[src/rtl/unified_mem_arbiter_pkg.sv]
// Shared types and default widths for the unified IF/DM memory arbiter.
package unified_mem_pkg;
  localparam int ADDR_W_DEF     = 32;
  localparam int DATA_W_DEF     = 32;
  localparam int STARVE_MAX_DEF = 4;

  typedef enum logic [1:0] {ARB_IDLE, ARB_BUSY_IF, ARB_BUSY_DM} arb_state_t;
  typedef enum logic {OWN_IF, OWN_DM} owner_t;
endpackage

[src/rtl/unified_mem_arbiter_if.sv]
// Fetch, data-stage and memory-side signals of the unified memory arbiter.
interface unified_mem_arbiter_if #(
  parameter int ADDR_W = 32,
  parameter int DATA_W = 32
);
  localparam int BE_W = DATA_W / 8;

  logic              if_req;
  logic [ADDR_W-1:0] if_addr;
  logic              if_gnt;
  logic              if_rvalid;
  logic [DATA_W-1:0] if_rdata;

  logic              dm_req;
  logic              dm_we;
  logic [ADDR_W-1:0] dm_addr;
  logic [DATA_W-1:0] dm_wdata;
  logic [BE_W-1:0]   dm_be;
  logic              dm_gnt;
  logic              dm_rvalid;
  logic [DATA_W-1:0] dm_rdata;

  logic              mem_req;
  logic              mem_we;
  logic [ADDR_W-1:0] mem_addr;
  logic [DATA_W-1:0] mem_wdata;
  logic [BE_W-1:0]   mem_be;
  logic              mem_gnt;
  logic              mem_rvalid;
  logic [DATA_W-1:0] mem_rdata;

  logic [31:0]       perf_contend;
  logic [31:0]       perf_busy;

  // Arbiter side.
  modport slave (
    input  if_req, if_addr,
    input  dm_req, dm_we, dm_addr, dm_wdata, dm_be,
    input  mem_gnt, mem_rvalid, mem_rdata,
    output if_gnt, if_rvalid, if_rdata,
    output dm_gnt, dm_rvalid, dm_rdata,
    output mem_req, mem_we, mem_addr, mem_wdata, mem_be,
    output perf_contend, perf_busy
  );

  // Pipeline stages and memory model side.
  modport master (
    output if_req, if_addr,
    output dm_req, dm_we, dm_addr, dm_wdata, dm_be,
    output mem_gnt, mem_rvalid, mem_rdata,
    input  if_gnt, if_rvalid, if_rdata,
    input  dm_gnt, dm_rvalid, dm_rdata,
    input  mem_req, mem_we, mem_addr, mem_wdata, mem_be,
    input  perf_contend, perf_busy
  );
endinterface

[src/rtl/unified_mem_arbiter_starve_ctr.sv]
// Saturating count of fetch losses; at_max forces the next contended win to IF.
module arb_starve_ctr #(
  parameter int STARVE_MAX = 4
) (
  input  logic clk,
  input  logic reset,
  input  logic inc,
  input  logic clr,
  output logic at_max
);
  localparam int CW = $clog2(STARVE_MAX + 1);

  logic [CW-1:0] cnt;

  assign at_max = (cnt == CW'(STARVE_MAX));

  always_ff @(posedge clk or negedge reset) begin
    if (!reset)                 cnt <= '0;
    else if (clr)               cnt <= '0;
    else if (inc && !at_max)    cnt <= cnt + CW'(1);
  end
endmodule

[src/rtl/unified_mem_arbiter.sv]
// Single-outstanding arbiter sharing one memory port between fetch and data stage.
// Define UNIFIED_MEM_ARB_PERF_EN to build the contention/busy performance counters.
module unified_mem_arbiter
  import unified_mem_pkg::*;
#(
  parameter int ADDR_W     = ADDR_W_DEF,
  parameter int DATA_W     = DATA_W_DEF,
  parameter int STARVE_MAX = STARVE_MAX_DEF
) (
  input logic                  clk,
  input logic                  reset,
  unified_mem_arbiter_if.slave bus
);
  localparam int BE_W = DATA_W / 8;

  arb_state_t        state;
  owner_t            winner;
  logic              issue, atMax;
  logic              memWe;
  logic [ADDR_W-1:0] memAddr;
  logic [DATA_W-1:0] memWdata;
  logic [BE_W-1:0]   memBe;
  logic [DATA_W-1:0] ifHeld, dmHeld;

  // DM has priority unless IF has lost STARVE_MAX contended rounds in a row.
  always_comb begin
    winner = OWN_DM;
    if (bus.if_req && (!bus.dm_req || atMax)) winner = OWN_IF;
  end

  assign bus.mem_req = reset && (state == ARB_IDLE) && (bus.if_req || bus.dm_req);
  assign issue       = bus.mem_req && bus.mem_gnt;
  assign bus.if_gnt  = issue && (winner == OWN_IF);
  assign bus.dm_gnt  = issue && (winner == OWN_DM);

  always_comb begin
    memWe    = 1'b0;
    memAddr  = '0;
    memWdata = '0;
    memBe    = '0;
    if (bus.mem_req) begin
      if (winner == OWN_IF) begin
        memAddr = bus.if_addr;
        memBe   = '1;
      end else begin
        memWe    = bus.dm_we;
        memAddr  = bus.dm_addr;
        memWdata = bus.dm_wdata;
        memBe    = bus.dm_be;
      end
    end
  end

  assign bus.mem_we    = memWe;
  assign bus.mem_addr  = memAddr;
  assign bus.mem_wdata = memWdata;
  assign bus.mem_be    = memBe;

  // Response passes straight through in the mem_rvalid cycle; held copy covers later cycles.
  assign bus.if_rvalid = reset && (state == ARB_BUSY_IF) && bus.mem_rvalid;
  assign bus.dm_rvalid = reset && (state == ARB_BUSY_DM) && bus.mem_rvalid;
  assign bus.if_rdata  = bus.if_rvalid ? bus.mem_rdata : ifHeld;
  assign bus.dm_rdata  = bus.dm_rvalid ? bus.mem_rdata : dmHeld;

  always_ff @(posedge clk or negedge reset) begin
    if (!reset) begin
      state  <= ARB_IDLE;
      ifHeld <= '0;
      dmHeld <= '0;
    end else begin
      case (state)
        ARB_IDLE:
          if (issue) state <= (winner == OWN_IF) ? ARB_BUSY_IF : ARB_BUSY_DM;
        ARB_BUSY_IF:
          if (bus.mem_rvalid) begin
            ifHeld <= bus.mem_rdata;
            state  <= ARB_IDLE;
          end
        ARB_BUSY_DM:
          if (bus.mem_rvalid) begin
            dmHeld <= bus.mem_rdata;
            state  <= ARB_IDLE;
          end
        default: state <= ARB_IDLE;
      endcase
    end
  end

  arb_starve_ctr #(.STARVE_MAX(STARVE_MAX)) u_starve (
    .clk    (clk),
    .reset  (reset),
    .inc    (bus.dm_gnt && bus.if_req),
    .clr    (bus.if_gnt),
    .at_max (atMax)
  );

`ifdef UNIFIED_MEM_ARB_PERF_EN
  logic [31:0] contendCnt, busyCnt;

  always_ff @(posedge clk or negedge reset) begin
    if (!reset) begin
      contendCnt <= '0;
      busyCnt    <= '0;
    end else begin
      if ((state == ARB_IDLE) && bus.if_req && bus.dm_req) contendCnt <= contendCnt + 32'd1;
      if (state != ARB_IDLE)                               busyCnt    <= busyCnt + 32'd1;
    end
  end

  assign bus.perf_contend = contendCnt;
  assign bus.perf_busy    = busyCnt;
`else
  assign bus.perf_contend = '0;
  assign bus.perf_busy    = '0;
`endif
endmodule

[src/flat_wrapper.sv]
// flat-port wrapper written by rule: the top's interface ports become plain ports
module unified_mem_arbiter_flat import unified_mem_pkg::*;
#(
  parameter int ADDR_W     = ADDR_W_DEF,
  parameter int DATA_W     = DATA_W_DEF,
  parameter int STARVE_MAX = STARVE_MAX_DEF
)
  (clk, reset, bus_if_req, bus_if_addr, bus_dm_req, bus_dm_we, bus_dm_addr, bus_dm_wdata, bus_dm_be, bus_mem_gnt, bus_mem_rvalid, bus_mem_rdata, bus_if_gnt, bus_if_rvalid, bus_if_rdata, bus_dm_gnt, bus_dm_rvalid, bus_dm_rdata, bus_mem_req, bus_mem_we, bus_mem_addr, bus_mem_wdata, bus_mem_be, bus_perf_contend, bus_perf_busy);
  unified_mem_arbiter_if #(.ADDR_W(ADDR_W), .DATA_W(DATA_W)) bus_i ();
  input logic clk;
  input logic reset;
  input wire logic [$bits(bus_i.if_req)-1:0] bus_if_req;
  input wire logic [$bits(bus_i.if_addr)-1:0] bus_if_addr;
  input wire logic [$bits(bus_i.dm_req)-1:0] bus_dm_req;
  input wire logic [$bits(bus_i.dm_we)-1:0] bus_dm_we;
  input wire logic [$bits(bus_i.dm_addr)-1:0] bus_dm_addr;
  input wire logic [$bits(bus_i.dm_wdata)-1:0] bus_dm_wdata;
  input wire logic [$bits(bus_i.dm_be)-1:0] bus_dm_be;
  input wire logic [$bits(bus_i.mem_gnt)-1:0] bus_mem_gnt;
  input wire logic [$bits(bus_i.mem_rvalid)-1:0] bus_mem_rvalid;
  input wire logic [$bits(bus_i.mem_rdata)-1:0] bus_mem_rdata;
  output wire logic [$bits(bus_i.if_gnt)-1:0] bus_if_gnt;
  output wire logic [$bits(bus_i.if_rvalid)-1:0] bus_if_rvalid;
  output wire logic [$bits(bus_i.if_rdata)-1:0] bus_if_rdata;
  output wire logic [$bits(bus_i.dm_gnt)-1:0] bus_dm_gnt;
  output wire logic [$bits(bus_i.dm_rvalid)-1:0] bus_dm_rvalid;
  output wire logic [$bits(bus_i.dm_rdata)-1:0] bus_dm_rdata;
  output wire logic [$bits(bus_i.mem_req)-1:0] bus_mem_req;
  output wire logic [$bits(bus_i.mem_we)-1:0] bus_mem_we;
  output wire logic [$bits(bus_i.mem_addr)-1:0] bus_mem_addr;
  output wire logic [$bits(bus_i.mem_wdata)-1:0] bus_mem_wdata;
  output wire logic [$bits(bus_i.mem_be)-1:0] bus_mem_be;
  output wire logic [$bits(bus_i.perf_contend)-1:0] bus_perf_contend;
  output wire logic [$bits(bus_i.perf_busy)-1:0] bus_perf_busy;
  assign bus_i.if_req = bus_if_req;
  assign bus_i.if_addr = bus_if_addr;
  assign bus_i.dm_req = bus_dm_req;
  assign bus_i.dm_we = bus_dm_we;
  assign bus_i.dm_addr = bus_dm_addr;
  assign bus_i.dm_wdata = bus_dm_wdata;
  assign bus_i.dm_be = bus_dm_be;
  assign bus_i.mem_gnt = bus_mem_gnt;
  assign bus_i.mem_rvalid = bus_mem_rvalid;
  assign bus_i.mem_rdata = bus_mem_rdata;
  assign bus_if_gnt = bus_i.if_gnt;
  assign bus_if_rvalid = bus_i.if_rvalid;
  assign bus_if_rdata = bus_i.if_rdata;
  assign bus_dm_gnt = bus_i.dm_gnt;
  assign bus_dm_rvalid = bus_i.dm_rvalid;
  assign bus_dm_rdata = bus_i.dm_rdata;
  assign bus_mem_req = bus_i.mem_req;
  assign bus_mem_we = bus_i.mem_we;
  assign bus_mem_addr = bus_i.mem_addr;
  assign bus_mem_wdata = bus_i.mem_wdata;
  assign bus_mem_be = bus_i.mem_be;
  assign bus_perf_contend = bus_i.perf_contend;
  assign bus_perf_busy = bus_i.perf_busy;
  unified_mem_arbiter #(.ADDR_W(ADDR_W), .DATA_W(DATA_W), .STARVE_MAX(STARVE_MAX)) u_core (.clk(clk), .reset(reset), .bus(bus_i));
endmodule
[config.mk]
export PLATFORM = sky130hd
export DESIGN_NAME = unified_mem_arbiter_flat
export DESIGN_NICKNAME = d
export VERILOG_FILES = /design/src/rtl/unified_mem_arbiter_pkg.sv /design/src/rtl/unified_mem_arbiter_if.sv /design/src/rtl/unified_mem_arbiter_starve_ctr.sv /design/src/rtl/unified_mem_arbiter.sv /design/src/flat_wrapper.sv
export SDC_FILE = /design/constraint.sdc
export NUM_CORES = 1
export LEC_CHECK = 0
export ABC_AREA = 1
export BUFFER_PORTS_ARGS = -buffer_cell sky130_fd_sc_hd__buf_2
export CAP_MARGIN = 10
export CORE_AREA = 2 2 134 136
export DETAILED_ROUTE_END_ITERATION = 10
export DIE_AREA = 0 0 136 138
export GPL_TIMING_DRIVEN = 0
export RECOVER_POWER = 25
export SYNTH_ARGS = -nofsm -noshare
export SYNTH_HDL_FRONTEND = slang
export SYNTH_HIERARCHICAL = 1
export SYNTH_SLANG_ARGS = --single-unit
[constraint.sdc]
create_clock -name clk -period 1.96 [get_ports clk]
set_input_delay 0.294 -clock clk [delete_from_list [all_inputs] [get_ports clk]]
set_output_delay 0.294 -clock clk [all_outputs]
set_load 0.02 [all_outputs]
==> flow_metrics.tcl <==
set metrics [dict create \
    status "finished with violations" \
    violations "capacitance limit, slew limit, setup timing" \
    syn2layout_area_growth_pct 96.88 \
    hold_viol 0 \
    cts_buffers 9 \
    arrival_ns 1.94 \
    drive_above_1_share 0.5506 \
    crit_top_cell "buf_12" \
    dieArea_um2 18770 \
    p_leak_nw 4.867 \
    cp.required_ns 1.67 \
    cp_max_fo 7 \
    grt_max_degree 29 \
    synthCells 694 \
    hp-class "in2reg" \
    max_slew_margin -0.08346 \
    synth.most_common_cell "nand2_1" \
    synth_area_um2 4698 \
    postRouteWirelength_mm 21.74 \
    setup_viol 136 \
    powerDensity_nw_per_um2 1206 \
    critical_path.cell_chain "inv_2, ha_4, nand2_4, inv_4, o21ai_4, buf_12, buf_12, o21ai_1, nor2_2, buf_6" \
    r2r_end "u_core/u_starve/cnt[2]" \
    ys_types 20 \
    reg2reg_depth 14 \
    cp-startpoint "u_core/u_starve/cnt[0]" \
    ys_seq_area_frac 0.3675 \
    min_path_cells 3 \
    min_to "u_core/state[1]" \
    drcViolationCount 0 \
    crit_family "buffers and inverters" \
    start_kind "register" \
    r2r_start "u_core/u_starve/cnt[0]" \
    p_int_mw 6.324 \
    p_sw_mw 4.835 \
    crit_slowest_cell "dfrtp_1" \
    ant_nets 0 \
    setup_slack_ns -0.2754 \
    min_period_ns 2.235 \
    fin_util 0.5275 \
    tightest_slew_ns 1.625 \
    ys_ff_latch 69 \
    cts.clk_slew.worst_paths_ns 0.06 \
    clockPowerShare 0.154 \
    htreeDepth 3 \
    ys_top_cells_by_count "178 x nand2_1, 110 x nor2_1, 92 x o21ai_0, 69 x dfrtp_1" \
    cts_root_buf "clkbuf_16" \
    grt_pass1_wl_mm 29.91 \
    finalClockSkew_ns 0.003508 \
    row_count 49 \
    die_y_um 138 \
    num_vias 6005 \
    crit_type "reg2out" \
    grt_pass1_vias 5408 \
    fp.dieW_um 136 \
    fp.coreArea_um2 17530 \
    post-route-period-util 1.141 \
    clock_sinks 69 \
    hp-start "bus_mem_gnt" \
    end_kind "output port" \
    synth_edf_count 0 \
    clk_path_buf_depth 2 \
    clock.fmax_ghz 0.4473 \
    synthArstFlopShare 1.000 \
    cts_tree "done" \
    cp_num_buf_inv 5 \
    drv_cap 2 \
    wl_per_cell_um 16.37 \
    place_ws_ns -0.3175 \
    fin_nets 1236 \
    yosys_warnings 6 \
    yosysTopAreaCellShare 0.3675 \
    port_buffers 276 \
    avgSynthCellArea_um2 6.770 \
    io_pins 341 \
    combPwrFrac 0.626 \
    ys_top_cells_by_area "dfrtp_1 37%, nand2_1 14%, buf_4 11%, o21ai_0 9.8%, nor2_1 8.8%" \
    stdcell_area_um2 9250 \
    yosys.area.top_type "dfrtp_1" \
    start_util 0.2679 \
    gp_congestion 0.8740 \
    track_usage 0.2033 \
    dpl.hpwl_mm 14.81 \
    reg2reg_setup_slack_ns 0.11 \
    avgViaCountPerCell 4.522 \
    synthFlopType "dfrtp_1" \
    grt_overflow 0 \
    clk_latency_ns 0.33 \
    p_sw_frac 0.4333 \
    antenna_found_initial 2 \
    peakVddDrop_uv 744.8 \
    drt_iter0_drc 219 \
    drtPass1Iterations 5 \
    seq_power_share 0.221 \
    post_dp_cell_area_um2 6633 \
    rsz0062_at_grt "true" \
    maxSlewViolCount 57 \
    max_stage_delay_ns 0.36 \
]
## worst max-delay path by stage
stage                                   to  cells past startpoint  slack, ns
floorplan                bus_mem_wdata[11]                      9       0.12
global placement          bus_dm_rdata[17]                      7      -1.14
detailed placement  u_core/u_starve/cnt[2]                     13      -0.32
CTS                      bus_mem_wdata[14]                     11      -0.23
global route               bus_mem_addr[2]                     10      -0.41
finish                     bus_mem_addr[2]                     10      -0.28
## state kept, by name (all words and copies together) (netlist names)
signal               count
u_core/ifHeld           32
u_core/u_starve/cnt      3
u_core/dmHeld           32
u_core/state             2
## worst min-delay path: stages
cell and delay, ns:
buf_2 0.13, nand4_1 0.08, nand2_1 0.05
## placed cells by master (no fill, tap or decap), types with 2 or more instances in the layout
cell       instances
clkbuf_16         17
o21ai_2           20
nand3_1            3
o21ai_4           29
buf_6             78
buf_16             3
clkbuf_8           3
o21ai_1           39
buf_12            11
buf_2            145
inv_1             37
diode_2            2
inv_4              3
dfrtp_1           68
nand2_2           35
nand2_1          129
nand4_1            3
buf_4            165
buf_8             10
nand2_4           17
nor2_4            21
clkbuf_1          11
inv_2              7
ha_4               4
nor2_1            63
o21ai_0           73
conb_1            64
nor2_2            28
## cells by family after synthesis
kind of cell | count (synthesis) | share of synthesized area
and+or+nand+nor | 300 | 0.2450
AOI/OAI and AO/OA | 162 | 0.1755
buffers and inverters | 157 | 0.1979
DFF | 69 | 0.3675
adders and majority gates | 5 | 0.01332
other | 1 | 0.0007982
## stage by stage
stage | TNS, ns | total power, mW | instances | hold WS (ns)
2_1_floorplan | 0 | 5.436 | 757 | -0.001591
3_3_place_gp | -134.34 | 7.020 | 1262 | 0.4665
3_5_place_dp | -18.93 | 7.065 | 1263 | 0.1721
4_1_cts | -17.40 | 9.951 | 1310 | 0.05265
5_1_grt | -38.45 | 11.80 | 1327 | 0.2666
6_report | -24.03 | 11.16 | 1328 | 0.2635
## timing repair
action | CTS | global route
pin swaps | 16 | 34
setup endpoints to repair | 139 | 139
gates resized for setup | 293 | 244
hold endpoints to repair | 14 | 0
cloned | 7 | 8
hold buffers | 2 | 0
buffers inserted | 22 | 8
## routing by layer
layer | track usage | vias to the layer above | wire [um]
li1 | - | 2862 | -
met1 | 0.2494 | 2856 | 8286
met2 | 0.3552 | 259 | 11340
met3 | 0.04547 | 28 | 1702
met4 | 0.05647 | 0 | 404
met5 | 0 | - | 0
## area by class of cell
class / instances / area (um2)
fillers: 1653 / 8284
flip-flops and latches: 69 / 1728
clock buffers: 13 / 270.3
well taps: 229 / 286.5
plain buffers: 107 / 985.9
clock inverters: 3 / 42.54
multi-input cells: 531 / 3154
repair buffers: 324 / 2557
diodes: 2 / 5.005
inverters: 50 / 220.2
## power by group through the flow
stage	clock, mW	sequential, mW	combinational, mW
after floorplan	0	2.32	3.12
after global placement	0	2.38	4.64
after detailed placement	0	2.39	4.67
after CTS	1.74	2.38	5.82
after global routing	1.81	2.53	7.46
final	1.71	2.46	6.98
Power figures use the tool's default switching activity.
